## config.mk

```make
export PLATFORM = sky130hd
export DESIGN_NAME = serial_deser
export DESIGN_NICKNAME = d
export VERILOG_FILES = /design/src/rtl/serial_deser_pkg.sv /design/src/rtl/serial_deser_rise_det.sv /design/src/rtl/serial_deser.sv
export SDC_FILE = /design/constraint.sdc
export NUM_CORES = 1
export LEC_CHECK = 0
export ABC_CLOCK_PERIOD_IN_PS = 5000
export CAP_MARGIN = 20
export CORE_UTILIZATION = 40
export DETAILED_ROUTE_END_ITERATION = 7
export HOLD_SLACK_MARGIN = 0.1
export PLACE_DENSITY = 0.74
export SYNTH_ARGS = -nofsm -noshare
export SYNTH_HDL_FRONTEND = slang
export SYNTH_SLANG_ARGS = --single-unit
```

## constraint.sdc

```tcl
create_clock -name clk -period 5 [get_ports clk]
set_input_delay 0.5 -clock clk [delete_from_list [all_inputs] [get_ports clk]]
set_output_delay 0.5 -clock clk [all_outputs]
set_load 0.05 [all_outputs]
```

## src/rtl/serial_deser_pkg.sv

```systemverilog
// Shared types and helpers for the serial_deser receiver.
// The PAR state is only reachable when SERIAL_DESER_PARITY_EN is defined.
package serial_deser_pkg;

  typedef enum logic [1:0] {
    IDLE  = 2'd0,
    SHIFT = 2'd1,
    PAR   = 2'd2,
    HOLD  = 2'd3
  } state_t;

  // Returns 1 when the vector has an odd number of ones (even-parity violation)
  function automatic logic odd_parity(input logic [63:0] v);
    return ^v;
  endfunction

endpackage

```

## src/rtl/serial_deser_rise_det.sv

```systemverilog
// Rising-edge detector for the serial strobe: one stb per low-to-high transition of en.
module serial_deser_rise_det (
  input  logic clk,
  input  logic reset,
  input  logic en,
  output logic stb
);

  logic en_q;

  always_ff @(posedge clk or posedge reset) begin
    if (reset) en_q <= 1'b0;
    else       en_q <= en;
  end

  assign stb = en & ~en_q;

endmodule

```

## src/rtl/serial_deser.sv

```systemverilog
// serial_deser: framed MSB-first serial receiver with a valid/ready holding register.
// Define SERIAL_DESER_PARITY_EN to add a trailing even-parity bit per word and drive perr.
module serial_deser
  import serial_deser_pkg::*;
#(
  parameter int N    = 14,
  parameter int CNTW = $clog2(N + 2)
) (
  input  logic         clk,
  input  logic         reset,
  input  logic         frame,
  input  logic         en,
  input  logic         sdi,
  input  logic         ready,
  output logic [N-1:0] q,
  output logic         valid,
  output logic         ovf,
  output logic         short_frm,
  output logic         perr
);

  state_t          state, state_n;
  logic [N-1:0]    sr;
  logic [CNTW-1:0] cnt;
  logic [N-1:0]    word;
  logic            stb;
  logic            shift_en;
  logic            complete;
  logic            clear;
  logic            short_n;

  serial_deser_rise_det u_rise (
    .clk   (clk),
    .reset (reset),
    .en    (en),
    .stb   (stb)
  );

`ifdef SERIAL_DESER_PARITY_EN
  assign word = sr;
`else
  assign word = {sr[N-2:0], sdi};
`endif

  always_ff @(posedge clk or posedge reset) begin
    if (reset) state <= IDLE;
    else       state <= state_n;
  end

  // frame low overrides everything, including a final strobe on the same edge
  always_comb begin
    state_n  = state;
    shift_en = 1'b0;
    complete = 1'b0;
    clear    = 1'b0;
    short_n  = 1'b0;
    if (!frame) begin
      state_n = IDLE;
      clear   = 1'b1;
      short_n = ((state == SHIFT) && (cnt != '0)) || (state == PAR);
    end else begin
      case (state)
        IDLE:  state_n = SHIFT;
        SHIFT: begin
          if (stb) begin
            shift_en = 1'b1;
            if (cnt == CNTW'(N - 1)) begin
`ifdef SERIAL_DESER_PARITY_EN
              state_n = PAR;
`else
              complete = 1'b1;
              state_n  = HOLD;
`endif
            end
          end
        end
        PAR: begin
          if (stb) begin
            complete = 1'b1;
            state_n  = HOLD;
          end
        end
        HOLD:    state_n = HOLD;
        default: state_n = IDLE;
      endcase
    end
  end

  always_ff @(posedge clk or posedge reset) begin
    if (reset) begin
      sr        <= '0;
      cnt       <= '0;
      q         <= '0;
      valid     <= 1'b0;
      ovf       <= 1'b0;
      short_frm <= 1'b0;
    end else begin
      if (clear) begin
        sr  <= '0;
        cnt <= '0;
      end else if (shift_en) begin
        sr  <= {sr[N-2:0], sdi};
        cnt <= cnt + CNTW'(1);
      end
      // A completing word always wins over a same-edge consume
      if (complete) begin
        q     <= word;
        valid <= 1'b1;
        if (valid && !ready) ovf <= 1'b1;
      end else if (valid && ready) begin
        valid <= 1'b0;
      end
      short_frm <= short_n;
    end
  end

`ifdef SERIAL_DESER_PARITY_EN
  always_ff @(posedge clk or posedge reset) begin
    if (reset)         perr <= 1'b0;
    else if (complete) perr <= odd_parity(64'({sr, sdi}));
  end
`else
  assign perr = 1'b0;
`endif

endmodule
```

# After elaboration in Yosys (flattened, before gate mapping)
# Cells that the tools add are included.
[totals]
input_bits = 6
elab_cells = 48
regBits = 37
[classes]
n_reduce_logical = 10
bitwise_logic = 2
n_eq_ne = 8
muxes = 19
add_sub_neg = 1
[op_table]
columns = ["op", "count"]
rows = [
  ["13-bit two-way mux", 2],
  ["1-bit two-way mux", 9],
  ["2-bit two-way mux", 4],
  ["4-bit two-way mux", 2],
  ["2-bit case mux with 4 select lines", 1],
  ["3-bit inequality test, second input constant", 2],
  ["4-bit by 1-bit adder with 4-bit output, second input constant", 1],
  ["2-bit == test, second input constant", 2],
  ["4-bit == test, second input constant", 1],
  ["4-bit nonzero test", 1],
  ["1-bit logical AND", 3],
  ["3-bit by 2-bit inequality test with 1-bit output, second input constant", 1],
  ["3-bit AND reduction", 1],
  ["2-bit by 1-bit == test with 1-bit output, second input constant", 1],
  ["2-bit logical NOT", 1],
  ["2-bit by 1-bit inequality test with 1-bit output, second input constant", 1],
  ["1-bit case mux with 2 select lines", 1],
  ["2-bit AND reduction", 1],
  ["2-bit nonzero test", 1],
  ["1-bit bitwise AND", 1],
  ["1-bit logical NOT", 1],
  ["1-bit logical OR", 1],
  ["1-bit inverter", 1],
]

# Logic depth before layout (Yosys ltp)
[depth]
ltp_word = 7
mapped_depth = 7
mapped_depth_nobuf = 5

# Cells and area by module
# From an unflattened synthesis, not the netlist that was laid out.
[unflattened]
cells_unflattened = 146
area_unflattened_um2 = 1712.9
[by_module_without_submodules]
columns = ["mod", "n_inst", "area_each_um2", "cells_each"]
rows = [
  ["serial_deser", 1, 1670.4, 143],
  ["serial_deser_rise_det", 1, 42.5, 3],
]

# Worst setup path after synthesis
# Ideal clock, no wire load.
[synth_path]
path_type = "register -> register"
from = "register state[1]"
to = "register q[0]"
setup_ns = 0.125
path_slack_ns = 3.274
synth_period_minus_slack_ns = 1.726
path_stages_with_launch = 8
arrival_ns = 1.600
path_cell_list = "dfrtp_1 > inv_1 > ha_1 > a41o_1 > and4_1 > buf_6 > buf_6 > mux2_4"
[synth_via]
elab_chain_len = 3
word_cells_on_any_way = 4
[synth_lines]
columns = ["item", "line_no", "text"]
rows = [
  ["start: declaration", "serial_deser.sv:22", "state_t state, state_n;"],
  ["start signal: assignment", "serial_deser.sv:47", "else state <= state_n;"],
  ["2-bit == test or 2-bit by 1-bit == test with 1-bit output (tied branches)", "serial_deser.sv:62", "case (state)"],
  ["1-bit case mux with 2 select lines *", "serial_deser.sv:62", ""],
  ["1-bit two-way mux *", "serial_deser.sv:57", "if (!frame) begin"],
  ["end signal: assignment", "serial_deser.sv:107", "q <= word;"],
  ["end: declaration", "serial_deser.sv:15", "output logic [N-1:0] q,"],
]
# Every way passes the cells marked *; elsewhere a longest branch is shown, timed or not.
# A chain may end at the register's enable or synchronous reset.

# Final worst setup path
[layout_path]
from = "register state[1]"
to = "register q[13]"
# Same word-level chain as after synthesis.

==> impl_metrics.csv <==
group,metric,value,unit
status,outcome,"complete, no violations",
sta,tightest_slew,0.800,ns
placed_design,dp_slack,2.47,ns
sta,maxSlewHeadroom,46.7,%
grt,grt_pass1_wl,5230,um
cts,post_cts_resized,0,
power_and_ir_drop,power_density,369,nW/um2
sta,timing.final.ws_setup,2.79,ns
setup_path,timing.rr.start,"state[1]",
setup_path,cp_cell_sequence,"inv_1 > ha_1 > a41o_1 > and4_1 > mux2_2",
synthesis,muxShareOfSynthArea,12.2,%
route,route.detailed.drc,0,
finish,drive_above_1_share,15.1,%
sta,fmax,452,MHz
placed_design,gp_congestion,0.722,
setup_path,path_max_fanout,16,
synthesis,yosysWarnings,0,
cts,cts_buffers,5,
synthesis,ys_top_cells_by_count,"37 x dfrtp_1, 31 x nand2_1, 18 x a21oi_1",
finish,n_fill_cell,311,
placed_design,hpwl,1960,um
flow_run,max-cap-violations,0,
synthesis,yosysMostFrequentCell,"dfrtp_1",
finish,syn2layout_area_growth,23.3,%
setup_path,worstSetupStartpointType,"flop",
setup_path,required,5.17,ns
synthesis,synthXorXnorAreaFrac,0,%
floorplan,io-pin-count,24,
cts,root_buffer,"clkbuf_8",
setup_path,crit_path_end,"q[13]",
grt,grt_util_all_layers,16.6,%
grt,grt_pass1_vias,1146,
synthesis,ys_ff_latch,37,
synthesis,yosysTopAreaCellShare,57.4,%
power_and_ir_drop,pwr-share-seq,43.7,%
floorplan,dieHeight,65.5,um
setup_path,worst_r2r_endpoint,"q[13]",
synthesis,syn_avg_cell_area,11.4,um2
synthesis,synthArstFlopShare,100,%
power_and_ir_drop,peakVddDrop,0.166,mV
power_and_ir_drop,p_clk_share,41.0,%
synthesis,syn_inst,142,
cts,cts.reportedPaths.clkPinSlew,0.07,ns
route,firstDrtPassIters,4,
synthesis,synth.distinct_cells,29,
cts,max-clock-path-buffers,2,
power_and_ir_drop,comb_power_share,15.3,%
floorplan,row_count,22,
floorplan,start_util,42.8,%
synthesis,synthSimpleGateAreaFrac,11.9,%
route,via_count,1098,
setup_path,crit_slowest_cell,"and4_1",
synthesis,ys_seq_area_share,57.4,%
sta,setup_tns,0,ns
setup_path,r2r_cells,5,
setup_path,crit_family,"simple AND/OR/NAND/NOR gates",
min_path,min_from,"ovf",
placed_design,io_buffers,22,
route,drt-initial-drc-count,45,
setup_path,crit_path_end_kind,"flop",
cts,clock_sinks,37,
placed_design,dpl_cell_area,1860,um2
synthesis,yosys.area_share.adder,4.65,%
cts,postCtsHoldBufs,0,
sta,skew,0.00339,ns
finish,final_area,1990,um2
finish,utilization,52.8,%
floorplan,die_w,65.5,um
cts,clk-insertion-delay-late,0.29,ns
grt,antenna_found_initial,0,
setup_path,cp.depth,5,
synthesis,synth_compound_area_share,8.84,%
setup_path,crit_start,"state[1]",
synthesis,syn_nets,154,
sta,period_share,44.2,%
cts,post_cts_buffers,0,
cts,cts_tree,"yes",
synthesis,synth_largest_area_cell,"dfrtp_1",
route,antenna_left,0,
route,finalWirelength,3010,um
sta,final-max-slew-violation-count,0,
finish,nets,177,
setup_path,path_class,"flop to flop",
cts,htree_levels,2,
grt,grt_max_degree,38,
finish,diodes,0,
synthesis,synth_edf_count,0,
sta,period_needed,2.21,ns
grt,overflow,0,
sta,finalSetupViolations,0,
setup_path,critPathBufInv,1,
synthesis,synth.area.top_cells,"dfrtp_1 57%, mux2_4 7.4%, nand2_1 7.2%, a21oi_1 5.6%, ha_1 4.7%",
floorplan,fp.dieArea,4290,um2
synthesis,synth_top_family_by_area,"multiplexers",
setup_path,crit_arrival,2.38,ns
route,avgViaCountPerCell,5.13,
floorplan,core,3770,um2
synthesis,synthFlopType,"dfrtp_1",
sta,rsz0062_at_grt,"no",
synthesis,syn_area,1610,um2
power_and_ir_drop,p_int,0.551,mW
setup_path,slowest_delay,0.72,ns
sta,final_hold_viol_count,0,
min_path,hold_path.class,"flop to flop",
route,wl_per_cell,14.1,um
setup_path,r2r_setup_slack,2.79,ns
power_and_ir_drop,p_sw,0.183,mW
power_and_ir_drop,switching_share,24.9,%
power_and_ir_drop,power_leakage,0.909,nW
area by class of cell:
cell class	instances	area (um2)	area share, %
Clock buffer	5	68.8	3.46
Clock inverter	3	65.1	3.27
Inverter	8	30.0	1.51
Multi-Input combinational cell	90	612	30.8
Sequential cell	37	926	46.5
Tap cell	48	60.1	3.02
Timing Repair Buffer	23	228	11.4
registers in the layout (all words and copies together) (netlist names):
| signal | count |
|---|---|
| valid | 1 |
| ovf | 1 |
| sr | 13 |
| u_rise.en_q | 1 |
| q | 14 |
| short_frm | 1 |
| cnt | 4 |
| state | 2 |
through the flow:
stage                     total power, mW  cells  hold slack [ns]
after floorplan                     0.404    142            0.479
after global placement              0.427    206            0.451
after detailed placement            0.436    206            0.466
after CTS                           0.740    214            0.483
after global routing                0.767    214            0.510
final                               0.733    214            0.486
logic make-up (layout without fill, tap and decap cells):
family	after synthesis	count (layout)
multiplexers	15	15
AND/OR/NAND/NOR	43	43
buffers and inverters	15	39
other	1	1
adder cells (fa/ha/maj)	6	6
AO/OA/AOI/OAI	25	25
flip-flops	37	37
power by group through the flow:
| stage | Sequential (mW) | Clock [mW] | Combinational, mW |
|---|---|---|---|
| 3_5_place_dp | 0.327 | 0 | 0.110 |
| 6_report | 0.321 | 0.301 | 0.112 |
| 2_1_floorplan | 0.339 | 0 | 0.0651 |
| 5_1_grt | 0.322 | 0.323 | 0.122 |
| 4_1_cts | 0.321 | 0.307 | 0.113 |
| 3_3_place_gp | 0.325 | 0 | 0.102 |
metal layers:
layer	GRT usage, %	routed length [um]	vias to the layer above
li1	-	-	514
met1	19.4	1330	535
met2	27.4	1490	41
met3	3.65	127	8
met4	10.6	69	0
met5	0	0	-
cells in the final DEF, fill, tap and decap left out, types with 2 or more instances in the layout:
cell type,count
a21oi_1,18
bufinv_16,2
clkbuf_8,5
clkdlybuf4s50_1,22
dfrtp_1,37
ha_1,6
inv_1,7
mux2_2,6
mux2_4,8
nand2_1,31
nand3_1,2
nor2_1,2
o21ai_0,2
or3_1,2
worst reg2reg max path, cell delays in order, from the launching register on:
cell     delay, ns
dfrtp_1       0.40
inv_1         0.10
ha_1          0.27
a41o_1        0.19
and4_1        0.72
mux2_2        0.42
how the worst min path moves through the flow:
stage / endpoint / cells past startpoint / slack [ns]
after floorplan: q[13] / 1 / 0.48
after global placement: ovf / 1 / 0.45
after detailed placement: ovf / 1 / 0.47
after CTS: ovf / 1 / 0.48
after global routing: ovf / 1 / 0.51
final: ovf / 1 / 0.49
(Power assumes the default switching activity.)
==> RTL edit, RTL diff (same settings) <==
One comparison of `cnt` changes from == to >=.
--- a/src/rtl/serial_deser.sv
+++ b/src/rtl/serial_deser.sv
@@ -65,5 +65,5 @@
           if (stb) begin
             shift_en = 1'b1;
-            if (cnt == CNTW'(N - 1)) begin
+            if (cnt >= CNTW'(N - 1)) begin
 `ifdef SERIAL_DESER_PARITY_EN
               state_n = PAR;
Check against the original RTL: no difference found for any inputs over 10 cycles, from zero or initial values and one cycle with reset high; that may be too few to reach the edited logic, so the function may still have changed.
==> RTL edit against the unedited design <==
Total power fell by 18%. Combinational power fell by 29%. Non-clock buffer count did not move. Sequential cell count did not move. Area after synthesis rose by 1.8%. Setup slack improved by 0.22 ns. Sequential share of layout area rose by 0.32 points. Cell area fell by 0.69%. Sequential power fell by 2%. Cell count fell by 0.47%. Clock power fell by 31%. Wire length fell by 8.2%.
==> RTL edit: results (changes against the unedited design) <==
global_route:
  use_met2_pct: 25.51  # was 27.45%
  grt_use_met3_pct: 4.655  # was 3.646%
  antenna_found_initial: 0  # unchanged
  grt_pass1_vias: 1111  # was 1146
  top_usage_layer: "met2"  # unchanged
  grt_usage_pct: 15.19  # was 16.62%
  grt_max_degree: 38  # unchanged
  met1_usage_pct: 16.87  # was 19.39%
  grt_pass1_wl_mm: 4.823  # was 5.230 mm
synth:
  async_flop_share_pct: 100.0  # unchanged
  ys_seq_area_share_pct: 56.36  # was 57.36%
  yosysWarnings: 0  # unchanged
  ys.flop_type: "dfrtp_1"  # unchanged
  synth_common_cells: "dfrtp_1 (37), nand2_1 (31), a21oi_1 (16)"  # was dfrtp_1 (37), nand2_1 (31), a21oi_1 (18)
  yosys-top-cells-area: "dfrtp_1 (56%), mux2_4 (7.3%), nand2_1 (7.1%)"  # was dfrtp_1 (57%), mux2_4 (7.4%), nand2_1 (7.2%)
  ys_types: 31  # was 29
  synthesis.nets: 153  # was 154
setup_path:
  critPathCapture: "q[4]"  # was q[13]
  reg2reg_setup_slack_ns: 3.05  # was 2.79 ns
  path_max_fanout: 16  # unchanged
  r2r-start: "cnt[0]"  # was state[1]
  startpoint: "en"  # was state[1]
  arrival_ns: 2.16  # was 2.38 ns
  reg2reg_depth: 6  # was 5
finish:
  top_regs: "q: 14 flops, sr: 13 flops, cnt: 4 flops"  # unchanged
  n_fill_cell: 316  # was 311
  n_antenna_cell: 0  # unchanged
  drive_gt1_share_pct: 17.58  # was 15.06%
  fin_nets: 177  # unchanged
route:
  first_pass_iters: 4  # unchanged
  routed_wl_mm: 2.767  # was 3.013 mm
  post_drt_via_cell_ratio: 4.897  # was 5.131
  drt-initial-drc-count: 32  # was 45
sta:
  hold_slack_ns: 0.4698  # was 0.4862 ns
  skew_ns: 0.003964  # was 0.003390 ns
  slew_headroom_pct: 59.62  # was 46.69%
cts:
  cts_resized: 0  # unchanged
  clk_pin_slew_ns: 0.07  # about the same
  cts_buffer_depth: 2  # unchanged
  htreeDepth: 2  # unchanged
  cts-root-buf: "clkbuf_8"  # unchanged
  clkLatencyLatePin_ns: 0.29  # about the same
  cts_buffers: 5  # unchanged
place:
  dp_hpwl_mm: 1.930  # was 1.963 mm
  gp_congestion: 0.7468  # was 0.7217
hold_path:
  hold_path.class: "reg2reg"  # unchanged
power_and_ir_drop:
  leakage_nw: 0.8918  # was 0.9091 nW
  peakVddDrop_mv: 0.1059  # was 0.1657 mV
status:
  status: "finished clean"  # unchanged
## RTL edit: cell count changes after synthesis, moves of 2 or more
cell      delta
o21ai_0      -2
xor2_1       +2
buf_6        -2
clkbuf_1     -2
or3_1        -2
a21oi_1      -2
nor2_1       +3
## RTL edit: layout make-up
cell class / count / area [um2] / area share (%)
well taps: 48 / 60.06 / 3.040
flip-flops and latches: 37 / 925.9 / 46.87
multi-input cells: 90 / 641.9 / 32.49
clock buffers: 6 / 82.58 / 4.180
clock inverters: 1 / 7.507 / 0.3800
repair buffers: 23 / 227.7 / 11.53
inverters: 8 / 30.03 / 1.520
## RTL edit: per-layer routing
metal | up-vias | part of all wire, % | wire (um)
li1 | 510 | - | -
met1 | 503 | 44 | 1215
met2 | 22 | 50 | 1371
met3 | 8 | 3.7 | 101
met4 | 0 | 2.9 | 79
met5 | - | 0 | 0
## RTL edit: power breakdown
group          switching (mW)  internal, mW
sequential            0.00589         0.308
clock                  0.0999         0.109
combinational          0.0512        0.0288
## RTL edit: critical path: stages
cell and delay, ns:
clkdlybuf4s50_1 0.52, nor2b_4 0.18, nand3_1 0.12, nor2_4 0.44
mux2_2 0.40
## RTL edit: worst min path at each step
stage,from,to,depth (start not counted)
2_1_floorplan,sr[12],q[13],1
3_3_place_gp,ovf,ovf,1
3_5_place_dp,ovf,ovf,1
4_1_cts,ovf,ovf,1
5_1_grt,ovf,ovf,1
6_report,ovf,ovf,1
## RTL edit: cells by family after synthesis
kind of cell	count (synthesis)	synth area share, %
AOI/OAI and AO/OA	22	8.455
adders and majority gates	6	4.570
DFF	37	56.36
and+or+nand+nor	44	12.80
other	1	0.2283
buffers and inverters	14	4.570
muxes	14	11.42
xor gates and xnor gates	3	1.600
## RTL edit: stage by stage
stage | worst slack [ns] | cells | cell area [um2]
after floorplan | 3.306 | 141 | 1643
after global placement | 2.746 | 206 | 1886
after detailed placement | 2.658 | 206 | 1886
after CTS | 2.990 | 213 | 1976
after global routing | 2.920 | 213 | 1976
final | 3.012 | 213 | 1976
